--- src/rtl/branch_decoder_unit.sv ---
// Branch decoder: selects the next-PC source from the branch kind and, for
// conditional branches, from an rs1/rs2 comparison. Also keeps a registered
// copy of the select and a saturating count of redirecting cycles.
//
// Ports:
//   clock            - rising-edge clock for all registered state
//   reset_n          - synchronous active-low reset
//   branch_type      - branch_t encoding (NoBranch/Mret/Sret/Jump/CondBranch)
//   cond_branch_type - cond_branch_t encoding (RISC-V funct3)
//   read_data_1      - rs1 operand
//   read_data_2      - rs2 operand
//   pc_src           - next-PC select (combinational)
//   taken            - pc_src != PcPlus4Src (combinational)
//   pc_src_q         - pc_src registered one cycle
//   redirect_count   - saturating count of cycles with taken=1

package branch_decoder_unit_pkg;

    typedef enum logic [2:0] {
        NoBranch   = 3'd0,
        Mret       = 3'd1,
        Sret       = 3'd2,
        Jump       = 3'd3,
        CondBranch = 3'd4
    } branch_t;

    typedef enum logic [2:0] {
        Beq  = 3'd0,
        Bne  = 3'd1,
        Blt  = 3'd4,
        Bge  = 3'd5,
        Bltu = 3'd6,
        Bgeu = 3'd7
    } cond_branch_t;

    typedef enum logic [1:0] {
        PcPlus4Src             = 2'b00,
        SepcSrc                = 2'b01,
        MepcSrc                = 2'b10,
        PcOrReadDataPlusImmSrc = 2'b11
    } pc_src_t;

endpackage

module branch_decoder_unit
    import branch_decoder_unit_pkg::*;
#(
    parameter int unsigned Width = 32
) (
    input  logic             clock,
    input  logic             reset_n,
    input  logic [2:0]       branch_type,
    input  logic [2:0]       cond_branch_type,
    input  logic [Width-1:0] read_data_1,
    input  logic [Width-1:0] read_data_2,
    output logic [1:0]       pc_src,
    output logic             taken,
    output logic [1:0]       pc_src_q,
    output logic [31:0]      redirect_count
);

    localparam int unsigned CountWidth = 32;
    localparam logic [CountWidth-1:0] CountMax = '1;

    logic equal;
    logic less_signed;
    logic less_unsigned;
    logic cond_holds;

    // Operand comparisons; signed compare uses the MSB at full Width as sign.
    assign equal         = (read_data_1 == read_data_2);
    assign less_signed   = ($signed(read_data_1) < $signed(read_data_2));
    assign less_unsigned = (read_data_1 < read_data_2);

    // Condition evaluation; undefined funct3 encodings never hold.
    always_comb begin
        cond_holds = 1'b0;
        case (cond_branch_type)
            Beq:     cond_holds = equal;
            Bne:     cond_holds = !equal;
            Blt:     cond_holds = less_signed;
            Bge:     cond_holds = !less_signed;
            Bltu:    cond_holds = less_unsigned;
            Bgeu:    cond_holds = !less_unsigned;
            default: cond_holds = 1'b0;
        endcase
    end

    // Next-PC select; undefined branch kinds fall through to PC+4.
    always_comb begin
        pc_src = PcPlus4Src;
        case (branch_type)
            Sret:       pc_src = SepcSrc;
            Mret:       pc_src = MepcSrc;
            Jump:       pc_src = PcOrReadDataPlusImmSrc;
            CondBranch: pc_src = cond_holds ? PcOrReadDataPlusImmSrc : PcPlus4Src;
            default:    pc_src = PcPlus4Src;
        endcase
    end

    assign taken = (pc_src != PcPlus4Src);

    // Registered select and saturating redirect counter; reset wins over increment.
    always_ff @(posedge clock) begin
        if (!reset_n) begin
            pc_src_q       <= PcPlus4Src;
            redirect_count <= '0;
        end else begin
            pc_src_q <= pc_src;
            if (taken && (redirect_count != CountMax)) begin
                redirect_count <= redirect_count + CountWidth'(1);
            end
        end
    end

endmodule

--- config.mk ---
export PLATFORM = sky130hd
export DESIGN_NAME = branch_decoder_unit
export DESIGN_NICKNAME = d
export VERILOG_FILES = /design/src/rtl/branch_decoder_unit.sv
export SDC_FILE = /design/constraint.sdc
export NUM_CORES = 1
export LEC_CHECK = 0
export ABC_CLOCK_PERIOD_IN_PS = 3150
export BUFFER_PORTS_ARGS = -buffer_cell sky130_fd_sc_hd__buf_2
export CAP_MARGIN = 20
export CORE_MARGIN = 1
export CORE_UTILIZATION = 40
export DETAILED_ROUTE_END_ITERATION = 12
export PLACE_DENSITY = 0.72
export SETUP_SLACK_MARGIN = 0.15
export SYNTH_ARGS = -nofsm -noshare
export SYNTH_HDL_FRONTEND = slang
export SYNTH_SLANG_ARGS = --single-unit
--- constraint.sdc ---
create_clock -name clock -period 3.15 [get_ports clock]
set_input_delay 0.315 -clock clock [delete_from_list [all_inputs] [get_ports clock]]
set_output_delay 0.315 -clock clock [all_outputs]
set_load 0.03 [all_outputs]
Yosys cells after proc, flatten, opt, wreduce, memory -nomap -nowiden
Cells that the tools add are included.

word-level totals
  register bits after elaboration = 34
  output and inout port bits = 37

operators by class
  $add $sub $neg = 1
  order comparisons = 2
  equality and inequality tests = 11
  multiplexer cells = 3
  reduce and logical (&&, ||, !) cells = 6

operator list
  cell                     count
  $lt A32 B32 Y1           2
  $add A32 B1 Y32 const B  1
  $eq A32 B32 Y1           1
  $ne A32 B32 Y1 const B   1
  $eq A3 B3 Y1 const B     5
  $pmux W2 S4              1
  $eq A3 B1 Y1 const B     2
  $eq A3 B2 Y1 const B     2
  $pmux W1 S6              1
  $logic_not A1 Y1         3
  $logic_not A3 Y1         1
  $mux W2                  1
  $reduce_bool A2 Y1       1
  $logic_and A1 B1 Y1      1

Longest topological paths before layout
Gate-level depths: netlist of run 1.

  depth after elaboration = 7
  gate-level depth with buffers = 14
  mapped depth without buffers = 11

Least setup slack after synthesis of run 1
Ideal clock, no wire load.

  path type = reg2reg
  start = register redirect_count[2]
  end = register redirect_count[23]
  library setup time = 115 ps
  arrival = 2,619 ps
  data required time = 3,035 ps
  setup slack = 417 ps
  stages on the path, launching flop included = 12
  clock period less this slack = 2,733 ps
  cells stage by stage = dfxtp_1 -> and4_1 -> and3_1 -> and3_4 -> and2_4 -> nand4_2 -> nor4_4 -> or2_1 -> buf_4 -> buf_4 -> nor4_1 -> o21a_1

on the way
  cells in the longest elaborated chain, start to end = 2
  elaborated cells on any way between the ends = 3

ends and longest elaborated chain
  item                                                     RTL line  RTL
  start, declared                                          59        output logic [31:0] redirect_count
  start signal, assigned                                   111       redirect_count <= redirect_count + CountWidth'(1);
  branches (longest 2 deep; another with $add A32 B1 Y32)  -

Several ways; the timed one is not identified.
A chain may end at the register's enable or synchronous reset.

Worst setup path in the final report of run 1
  start = input read_data_1[29]
  end = output taken

on the way
  cells in the longest elaborated chain, start to end = 6
  elaborated cells on any way between the ends = 10

ends and longest elaborated chain
  item                                    RTL line    RTL
  start, declared                         54          input logic [Width-1:0] read_data_1,
  $lt A32 B32 Y1 (tied with other cells)  73          assign less_unsigned = (read_data_1 < read_data_2);
  $logic_not A1 Y1 (on tied branches)     84, 80, 82
  $pmux W1 S6 *                           78          case (cond_branch_type)
  $mux W2 *                               96          CondBranch: pc_src = cond_holds ? PcOrReadDataPlusImmSrc : PcPlus4Src;
  $pmux W2 S4 *                           92          case (branch_type)
  $reduce_bool A2 Y1 *                    101         assign taken = (pc_src != PcPlus4Src);
  end, declared                           57          output logic taken,

Every way passes the cells marked *; elsewhere a longest branch is shown, timed or not.

==> summary.txt, run 1 <==
Total grt overflow: 0
Yosys top cell area share: 26.3%
Synthesis-stage register bit count: 34
Post-layout min period: 2.86 ns
N_diodes: 0
Leak: 1.65 nW
Layout fillers: 618
Die X-Extent: 82.4 um
Cell Area, Placed: 3180 um^2
Port bufs: 108
Max clock buf depth: 2
Hpwl dp: 5.18 mm
Placer's final routability congestion estimate: 0.767
Final period util: 90.7%
Vias in the first global route: 2481
Syn nets: 436
Count of cell types in the netlist: 45
NumNets Final: 545
Max stage delay on crit path: 0.50 ns
Layout cells sized above 1: 28.6%
Die footprint: 6790 um^2
Type of the most critical hold path: primary input to flip-flop
Crit path launch type: primary input
Crit Path Class: primary input to primary output
Starting Density: 42.4%
Register area: 681 um^2
Row count: 28
Measured slew at the worst slew-check pin: 0.748 ns
Initial antenna violation count: 0
Worst VDD drop: 0.204 mV
CTS Hold Bufs: 0
Post-DRT Antenna Nets: 0
Worst Path Arrival: 2.54 ns
Most numerous cell in the Yosys netlist: inv_1
# setup viols final: 0
Largest cells by area after synthesis: dfxtp_1 (26%), ha_1 (16%), inv_1 (5.5%)
Asr flop ratio synth: 0%
Unrepaired setup endpoints after global routing: false
Skew final: 0.00643 ns
TritonCTS buffer count: 5
Total core area: 6100 um^2
Setup crit end kind: primary output
Area occupied by multi-input gates: 1690 um^2
Netlist Area Pre-Place: 2590 um^2
List of most frequent post-synthesis cells: inv_1 (38), dfxtp_1 (34), ha_1 (33)
EDFF count, synth: 0
Final wirelength: 6.43 mm
Post-synth top area cell: dfxtp_1
Final hold violation count: 0
CTS tree: built
CTS Sinks: 34
Max transition margin: 50.1%
CP Cell Sequence: buf_2 > ha_1 > a21o_1 > a21o_1 > a221oi_1 > o21ai_0 > or3b_2 > a31oi_2 > buf_4 > inv_1 > buf_2
Largest net degree at the start of global routing: 25
Syn Area/Cell: 7.82 um^2
CP max stage cell: or3b_2
Clk Latency, worst-skew pair: 0.28 ns
Global-route wire length before repair: 10.5 mm
WL per Instance: 12.5 um
Vias per Instance: 5.28
GRT Total Usage: 19.8%
Req. time, crit path: 2.83 ns
Cell area after layout: 3300 um^2
Setup TNS Final: 0 ns
Top_reg_cell synth: dfxtp_1
Via count: 2726
Reg clk slew, reported paths: 0.07 ns
Max_cap viols: 0
Die Y: 82.4 um
FMAX: 350 MHz
Root Buffer: clkbuf_8
Area Overhead vs Synth: 27.7%
Pwr dens: 316 nW/um^2
1st-iter DRT viols: 101
Post-synthesis sequential area ratio: 26.3%
Ports: 109
Drt pass-1 iters: 4
H-tree levels: 2
DRC viols: 0
Status: completed
Final max-slew violation count: 0
Mapped Cells: 331
Synthesis Warnings: 0
CP Max Fanout: 5
## worst max-delay path, delay by kind of cell
family,cells,cell delay [ns]
adder cells (fa/ha/maj),1,0.31
AND/OR/NAND/NOR,1,0.50
buffers and inverters,4,0.48
AO/OA/AOI/OAI,5,0.94
## layout make-up
cell class	instances	share of cell area, %
Tap cell	75	2.84
Inverter	38	4.32
Multi-Input combinational cell	247	51.3
Clock buffer	7	2.31
Sequential cell	34	20.6
Clock inverter	1	0.909
Timing Repair Buffer	114	17.7
## metrics by stage
| step | hold WS [ns] | setup slack [ns] | utilization (%) | instances | power (W) |
|---|---|---|---|---|---|
| 2_1_floorplan | 0.467 | 0.417 | - | 331 | 0.000580 |
| 3_5_place_dp | 0.480 | 0.119 | 52.1 | 506 | 0.000658 |
| 4_1_cts | 0.408 | 0.191 | 53.8 | 514 | 0.00105 |
| 5_1_grt | 0.429 | 0.168 | 54.2 | 516 | 0.00110 |
| 3_3_place_gp | 0.471 | 0.122 | 52.1 | 506 | 0.000651 |
| 6_report | 0.409 | 0.294 | 54.2 | 516 | 0.00104 |
## per-layer routing
metal	GRT usage, %	share of wire (%)
met2	34.7	49
met1	24.0	45
met3	3.85	4.5
met4	6.32	1.2
met5	0	0
## repair_timing
action | CTS | global route
buffers inserted | 0 | 2
gates resized for setup | 0 | 1
endpoints found under the setup margin | 0 | 1
## path summary, 6_finish.rpt
path         depth (start not counted)         startpoint                 end  slack [ns]
max                                 11    read_data_1[29]               taken        0.29
min reg2reg                          2  redirect_count[1]   redirect_count[1]        0.49
min                                  2            reset_n  redirect_count[21]        0.41
max reg2reg                         10  redirect_count[2]   redirect_count[6]        0.39
## power breakdown
group,internal (W),total [W],switching (W)
registers,0.000434,0.000437,0.00000336
logic,0.0000956,0.000213,0.000118
clock network,0.000237,0.000392,0.000155
total,0.000766,0.00104,0.000276
## sequential cells by signal, indices dropped and copies added, names as in the netlist
name and cells:
pc_src_q 2, redirect_count 32
## layout by cell type (no fill, tap or decap), drive strengths merged, types with 5 or more instances in the layout
master	instances
dfxtp	34
and3	9
clkbuf	7
inv	38
ha	33
nand3	20
nor4	5
o21ai	16
nand2	24
a21oi	26
xnor2	10
nand2b	6
or3	12
nand4	14
buf	114
nor2	17
nor3	11
## cells by family (layout without fill, tap and decap cells)
group	after synthesis	after routing	share of synthesized area (%)
compound gates	66	66	15.6
xor+xnor	11	11	3.72
fa+ha+maj	33	33	16.0
buf+inv	50	160	8.46
flops	34	34	26.3
mux	4	4	1.55
simple gates	133	133	28.4
(Power assumes the default switching activity.)
==> run 2: changes to the inputs <==
--- a/config.mk
+++ b/config.mk
@@ -6,5 +6,5 @@
 export NUM_CORES = 1
 export LEC_CHECK = 0
-export ABC_CLOCK_PERIOD_IN_PS = 3150
+export ABC_CLOCK_PERIOD_IN_PS = 2550
 export BUFFER_PORTS_ARGS = -buffer_cell sky130_fd_sc_hd__buf_2
 export CAP_MARGIN = 20
@@ -12,5 +12,5 @@
 export CORE_UTILIZATION = 40
 export DETAILED_ROUTE_END_ITERATION = 12
-export PLACE_DENSITY = 0.72
+export PLACE_DENSITY = 0.74
 export SETUP_SLACK_MARGIN = 0.15
 export SYNTH_ARGS = -nofsm -noshare
==> constraint.sdc (replaced) <==
create_clock -name clock -period 2.55 [get_ports clock]
set_input_delay 0.255 -clock clock [delete_from_list [all_inputs] [get_ports clock]]
set_output_delay 0.255 -clock clock [all_outputs]
set_load 0.005 [all_outputs]
==> run 2 against run 1 <==
  * Sequential cell count did not move
  * Clock skew down 0.0011 ns
  * Die area stayed put
  * Sequential power grew 24%
  * Clock power up 7.9%
  * Via count increased by 10%
  * Combinational power is 100% higher
  * Sequential share of layout area shrank 4.9 points
  * Count of clock-buffer cells in the layout did not move
  * Register-to-register slack got worse by 0.15 ns
  * Critical endpoint is now redirect_count[17]
  * Largest cell class unchanged
  * Global-route usage increased by 3.6 points
==> summary.txt, run 2 (synthesis gave the netlist of run 1 again) <==
Status: completed
WL per Instance: 15.4 um (+23%)
Hold path depth: 2 (unchanged)
Port bufs: 108 (unchanged)
Post-place setup slack: -0.464 ns (-0.583 ns)
Largest net degree at the start of global routing: 25 (unchanged)
Leak: 1.89 nW (+14%)
Skew final: 0.00528 ns (-0.00115 ns)
Setup TNS Final: 0 ns (unchanged)
Final period util: 98.7%
Layout cells sized above 1: 52.7% (+24 points)
Clk Latency, worst-skew pair: 0.29 ns (about the same)
Power, Total: 0.00140 W (+34%)
Die Y: 82.4 um (unchanged)
TritonCTS buffer count: 5 (unchanged)
Via count: 3010 (+10%)
Largest register FFs: 32 (unchanged)
Worst VDD drop: 0.281 mV (+38%)
Combinational group share of total power: 31.1% (+11 points)
Row count: 28 (unchanged)
FMAX: 397 MHz
Hpwl dp: 5.48 mm (+5.8%)
Top reg by flops: redirect_count
Type of the most critical hold path: primary input to flip-flop
Register-to-Register Path Depth: 10 (unchanged)
NumNets Final: 571 (+4.8%)
Req. time, crit path: 2.77 ns (-0.06 ns)
Max clock buf depth: 2 (unchanged)
Drt pass-1 iters: 4 (unchanged)
Area Overhead vs Synth: 68.3%
Measured slew at the worst slew-check pin: 0.848 ns (+0.100 ns)
Max_cap viols: 0 (unchanged)
# setup viols final: 0 (unchanged)
CTS tree: built
CP Max Fanout: 8 (+3)
DRC viols: 0 (unchanged)
Crit Path Class: primary input to flip-flop
Commonest non-fill, non-tap cells in the layout: buf_2 (77), buf_6 (36), dfxtp_1 (32)
Placer's final routability congestion estimate: 0.849 (+11%)
Die X-Extent: 82.4 um (unchanged)
DP Cell Count: 526 (+4.0%)
NetSw: 0.000411 W (+49%)
Root Buffer: clkbuf_8
Unrepaired setup endpoints after global routing: true
Total core area: 6100 um^2 (unchanged)
Fin util: 71.4% (+17 points)
Vias per Instance: 5.55 (+5.1%)
N_diodes: 0 (unchanged)
Clock power share: 30.2% (-7.4 points)
Setup ws final: 0.0326 ns (-0.261 ns)
Final wirelength: 8.32 mm (+29%)
Post-Layout Cell Count: 542 (+5.0%)
Setup slack, reg-to-reg: 0.24 ns (-0.15 ns)
GRT Total Usage: 23.4% (+3.6 points)
Worst Path Arrival: 2.73 ns (+0.19 ns)
Sw Share: 29.4% (+2.9 points)
Total grt overflow: 0 (unchanged)
Biggest regs: redirect_count: 32 flops, pc_src_q: 2 flops
Vias in the first global route: 2800 (+13%)
Max transition margin: 43.4% (-6.7 points)
Internal Power: 0.000988 W (+29%)
Sequential power share: 38.6% (-3.4 points)
Post-layout min period: 2.52 ns
Starting Density: 42.4% (unchanged)
1st-iter DRT viols: 137 (+36%)
Commonest non-fill, non-tap cell in the layout: buf_2
Global-route wire length before repair: 12.2 mm (+17%)
Die footprint: 6790 um^2 (unchanged)
Final max-slew violation count: 0 (unchanged)
Post-DRT Antenna Nets: 0 (unchanged)
CTS Sinks: 34 (unchanged)
H-tree levels: 2 (unchanged)
Setup crit end kind: flip-flop
Pwr dens: 321 nW/um^2 (+1.8%)
Ports: 109 (unchanged)
Reg clk slew, reported paths: 0.07 ns (about the same)
Crit path launch type: primary input
Initial antenna violation count: 0 (unchanged)
Final hold violation count: 0 (unchanged)
## run 2: repair_timing
item | CTS | global route
setup buffers | 4 | 4
pin swaps | 29 | 25
hold buffers | 0 | 0
resized for setup | 56 | 76
setup endpoints to repair | 35 | 35
## run 2: metal layers
| layer | vias up | share of wire [%] | routed length [um] | track usage [%] |
|---|---|---|---|---|
| met5 | - | 0 | 0 | 0 |
| li1 | 1458 | - | - | - |
| met2 | 102 | 53 | 4370 | 43.1 |
| met1 | 1421 | 39 | 3220 | 25.9 |
| met4 | 0 | 3.4 | 284 | 8.95 |
| met3 | 29 | 5.4 | 449 | 5.38 |
## run 2: worst paths after layout
path                         to                from
max          redirect_count[17]     read_data_2[23]
min          redirect_count[19]             reset_n
max reg2reg  redirect_count[17]   redirect_count[5]
min reg2reg  redirect_count[26]  redirect_count[26]
## run 2: stage by stage
stage	cell area [um^2]	hold slack (ns)
floorplan	2740	0.407
global placement	3470	0.467
detailed placement	3470	0.475
CTS	3980	0.339
global route	4360	0.359
finish	4360	0.348
## run 2: cell type report
type / count / area, um^2
Clock inverter: 1 / 5.00
Tap cell: 75 / 93.8
Sequential cell: 34 / 683
Fill cell: 438 / 1740
Multi-Input combinational cell: 247 / 2300
Clock buffer: 7 / 86.3
Timing Repair Buffer: 140 / 1010
Inverter: 38 / 178
## run 2: critical path, stage by stage
cell and delay, ns:
buf_6 0.08, inv_4 0.03, ha_4 0.26, nand4_1 0.15, or4_4 0.59, a31oi_4 0.18, or3b_4 0.17, a31oi_4 0.09
or2_4 0.27, buf_6 0.14, or4_1 0.39, a21oi_1 0.13
## run 2: power groups by stage
stage / sequential (W) / combinational [W] / clock, W
after floorplan: 0.000553 / 0.000164 / 0
final: 0.000540 / 0.000435 / 0.000423
after detailed placement: 0.000552 / 0.000286 / 0
after global routing: 0.000540 / 0.000473 / 0.000448
after global placement: 0.000552 / 0.000274 / 0
after CTS: 0.000540 / 0.000359 / 0.000428
==> run 3: changes to the inputs <==
Settings changed: REMOVE_ABC_BUFFERS set to 1.
==> run 3 against run 2 <==
  * The run now ends with negative setup slack left
  * Hold slack improved by 0.025 ns
  * Fmax down 2.3%
  * Setup slack got worse by 0.059 ns
  * Die area unchanged
  * Clock power shrank 0.9%
  * Design area is 0.40% lower
  * Final cell count is 0.92% higher
  * Total power increased by 0.42%
  * Critical endpoint unchanged
==> summary.txt, run 3 (synthesis gave the netlist of run 1 again) <==
Post-DRT Antenna Nets: 0 (unchanged)
Layout fillers: 433 (-1.1%)
Setup crit end kind: flip-flop
Total grt overflow: 0 (unchanged)
CP Max Fanout: 5 (-3)
Vias per Instance: 5.60 (+0.90%)
Max transition margin: 43.5% (+0.093 points)
Worst R2R Start: redirect_count[17]
Die Y: 82.4 um (unchanged)
CP startpoint: read_data_2[30]
Total core area: 6100 um^2 (unchanged)
WL per Instance: 16.0 um (+4.1%)
Crit path max-delay family: simple AND/OR/NAND/NOR gates
DP Cell Count: 522 (-0.76%)
Clk Latency, worst-skew pair: 0.29 ns (about the same)
Commonest non-fill, non-tap cell in the layout: buf_2
Max clock buf depth: 2 (unchanged)
Measured slew at the worst slew-check pin: 0.846 ns (-0.00139 ns)
1st-iter DRT viols: 160 (+17%)
CTS Sinks: 34 (unchanged)
Skew final: 0.00546 ns (+0.000179 ns)
Port bufs: 108 (unchanged)
DRC viols: 0 (unchanged)
Area Overhead vs Synth: 67.6%
HP Start: reset_n
Crit Path Class: primary input to flip-flop
GRT Total Usage: 24.5% (+1.0 points)
TritonCTS buffer count: 5 (unchanged)
Vias in the first global route: 2981 (+6.5%)
Reg clk slew, reported paths: 0.07 ns (about the same)
Hpwl dp: 5.40 mm (-1.4%)
Type of the most critical hold path: primary input to flip-flop
Post-Layout Cell Count: 547 (+0.92%)
N_diodes: 0 (unchanged)
Die X-Extent: 82.4 um (unchanged)
Final wirelength: 8.74 mm (+5.0%)
H-tree levels: 2 (unchanged)
Max_cap viols: 0 (unchanged)
Via count: 3065 (+1.8%)
NumNets Final: 576 (+0.88%)
Setup ws final: -0.0260 ns (-0.0586 ns)
Largest net degree at the start of global routing: 25 (unchanged)
Status: finished, violations left
Leak: 1.93 nW (+2.1%)
Starting Density: 42.4% (unchanged)
CTS tree: built
Req. time, crit path: 2.76 ns (about the same)
Biggest regs: redirect_count: 32 flops, pc_src_q: 2 flops
Post-layout min period: 2.58 ns (+0.0586 ns)
Cell area after layout: 4340 um^2 (-0.40%)
Cell Area, Placed: 3300 um^2 (-5.0%)
Worst Path Buf+Inv: 3 (unchanged)
Root Buffer: clkbuf_8
Final hold violation count: 0 (unchanged)
Row count: 28 (unchanged)
Worst VDD drop: 0.253 mV (-9.9%)
Die footprint: 6790 um^2 (unchanged)
Commonest non-fill, non-tap cells in the layout: buf_2 (88), dfxtp_1 (32), buf_4 (27)
Setup TNS Final: -0.0350 ns (-0.0350 ns)
Pwr dens: 324 nW/um^2 (+0.82%)
Drt pass-1 iters: 4 (unchanged)
Global-route wire length before repair: 12.8 mm (+4.4%)
# setup viols final: 3 (+3)
Max stage delay on crit path: 0.59 ns (about the same)
Final period util: 101% (+2.3 points)
Initial antenna violation count: 0 (unchanged)
Final max-slew violation count: 0 (unchanged)
Unrepaired setup endpoints after global routing: true
CTS Hold Bufs: 0 (unchanged)
Placer's final routability congestion estimate: 0.872 (+2.8%)
Crit path launch type: primary input
Worst Path Arrival: 2.79 ns (+0.06 ns)
Ports: 109 (unchanged)
Top reg by flops: redirect_count
Largest register FFs: 32 (unchanged)
FMAX: 388 MHz (-2.3%)
Failing checks: negative setup slack
CP max stage cell: or4_4
CP Cell Sequence: buf_6 > inv_4 > ha_4 > nand4_1 > or4_4 > a31oi_4 > or3b_4 > a31oi_4 > or2_4 > buf_6 > or4_4 > a21oi_2
Layout cells sized above 1: 50.2% (-2.5 points)
-- run 3: final timing paths --
kind                                           end  slack, ns  cells after the start
worst max register to register   redirect_count[8]       0.17                      9
worst min-delay path            redirect_count[19]       0.37                      2
worst max-delay path            redirect_count[17]      -0.03                     12
worst min register to register  redirect_count[17]       0.49                      2
-- run 3: report_power, final --
part	leakage, nW	total [W]	switching, W	internal, W
Combinational	1.60	0.000445	0.000207	0.000238
Clock	0.0482	0.000419	0.000201	0.000218
Sequential	0.275	0.000541	0.00000467	0.000536
Total	1.93	0.00140	0.000412	0.000992
-- run 3: timing repair --
item                                   in CTS  in global routing
resized for setup                          81                 62
gates cloned                                2                  2
setup endpoints to repair                  35                 35
pin swaps                                  32                 19
endpoints found under the hold margin       0                  0
setup buffers                               9                  4
-- run 3: stage by stage --
stage | utilization [%] | setup WS [ns] | hold slack (ns) | total power, W
3_3_place_gp | 54.1 | -0.369 | 0.470 | 0.000799
2_1_floorplan | - | -0.802 | 0.373 | 0.000683
6_report | 71.2 | -0.0260 | 0.373 | 0.00140
3_5_place_dp | 54.1 | -0.424 | 0.479 | 0.000808
5_1_grt | 71.2 | -0.108 | 0.384 | 0.00148
4_1_cts | 65.2 | 0.0755 | 0.356 | 0.00133
-- run 3: final cells by class --
class / count / area (um^2) / share of cell area, %
multi-input combinational: 247 / 2260 / 52.2
timing repair buffer: 145 / 1050 / 24.1
sequential: 34 / 683 / 15.7
inverter: 38 / 160 / 3.69
tap: 75 / 93.8 / 2.16
clock buffer: 7 / 86.3 / 1.99
clock inverter: 1 / 5.00 / 0.115
-- run 3: layer usage --
| metal | track usage, % | part of all wire, % |
|---|---|---|
| met5 | 0 | 0 |
| met4 | 12.1 | 3.9 |
| met3 | 5.05 | 5.4 |
| met2 | 43.2 | 53 |
| met1 | 27.7 | 38 |
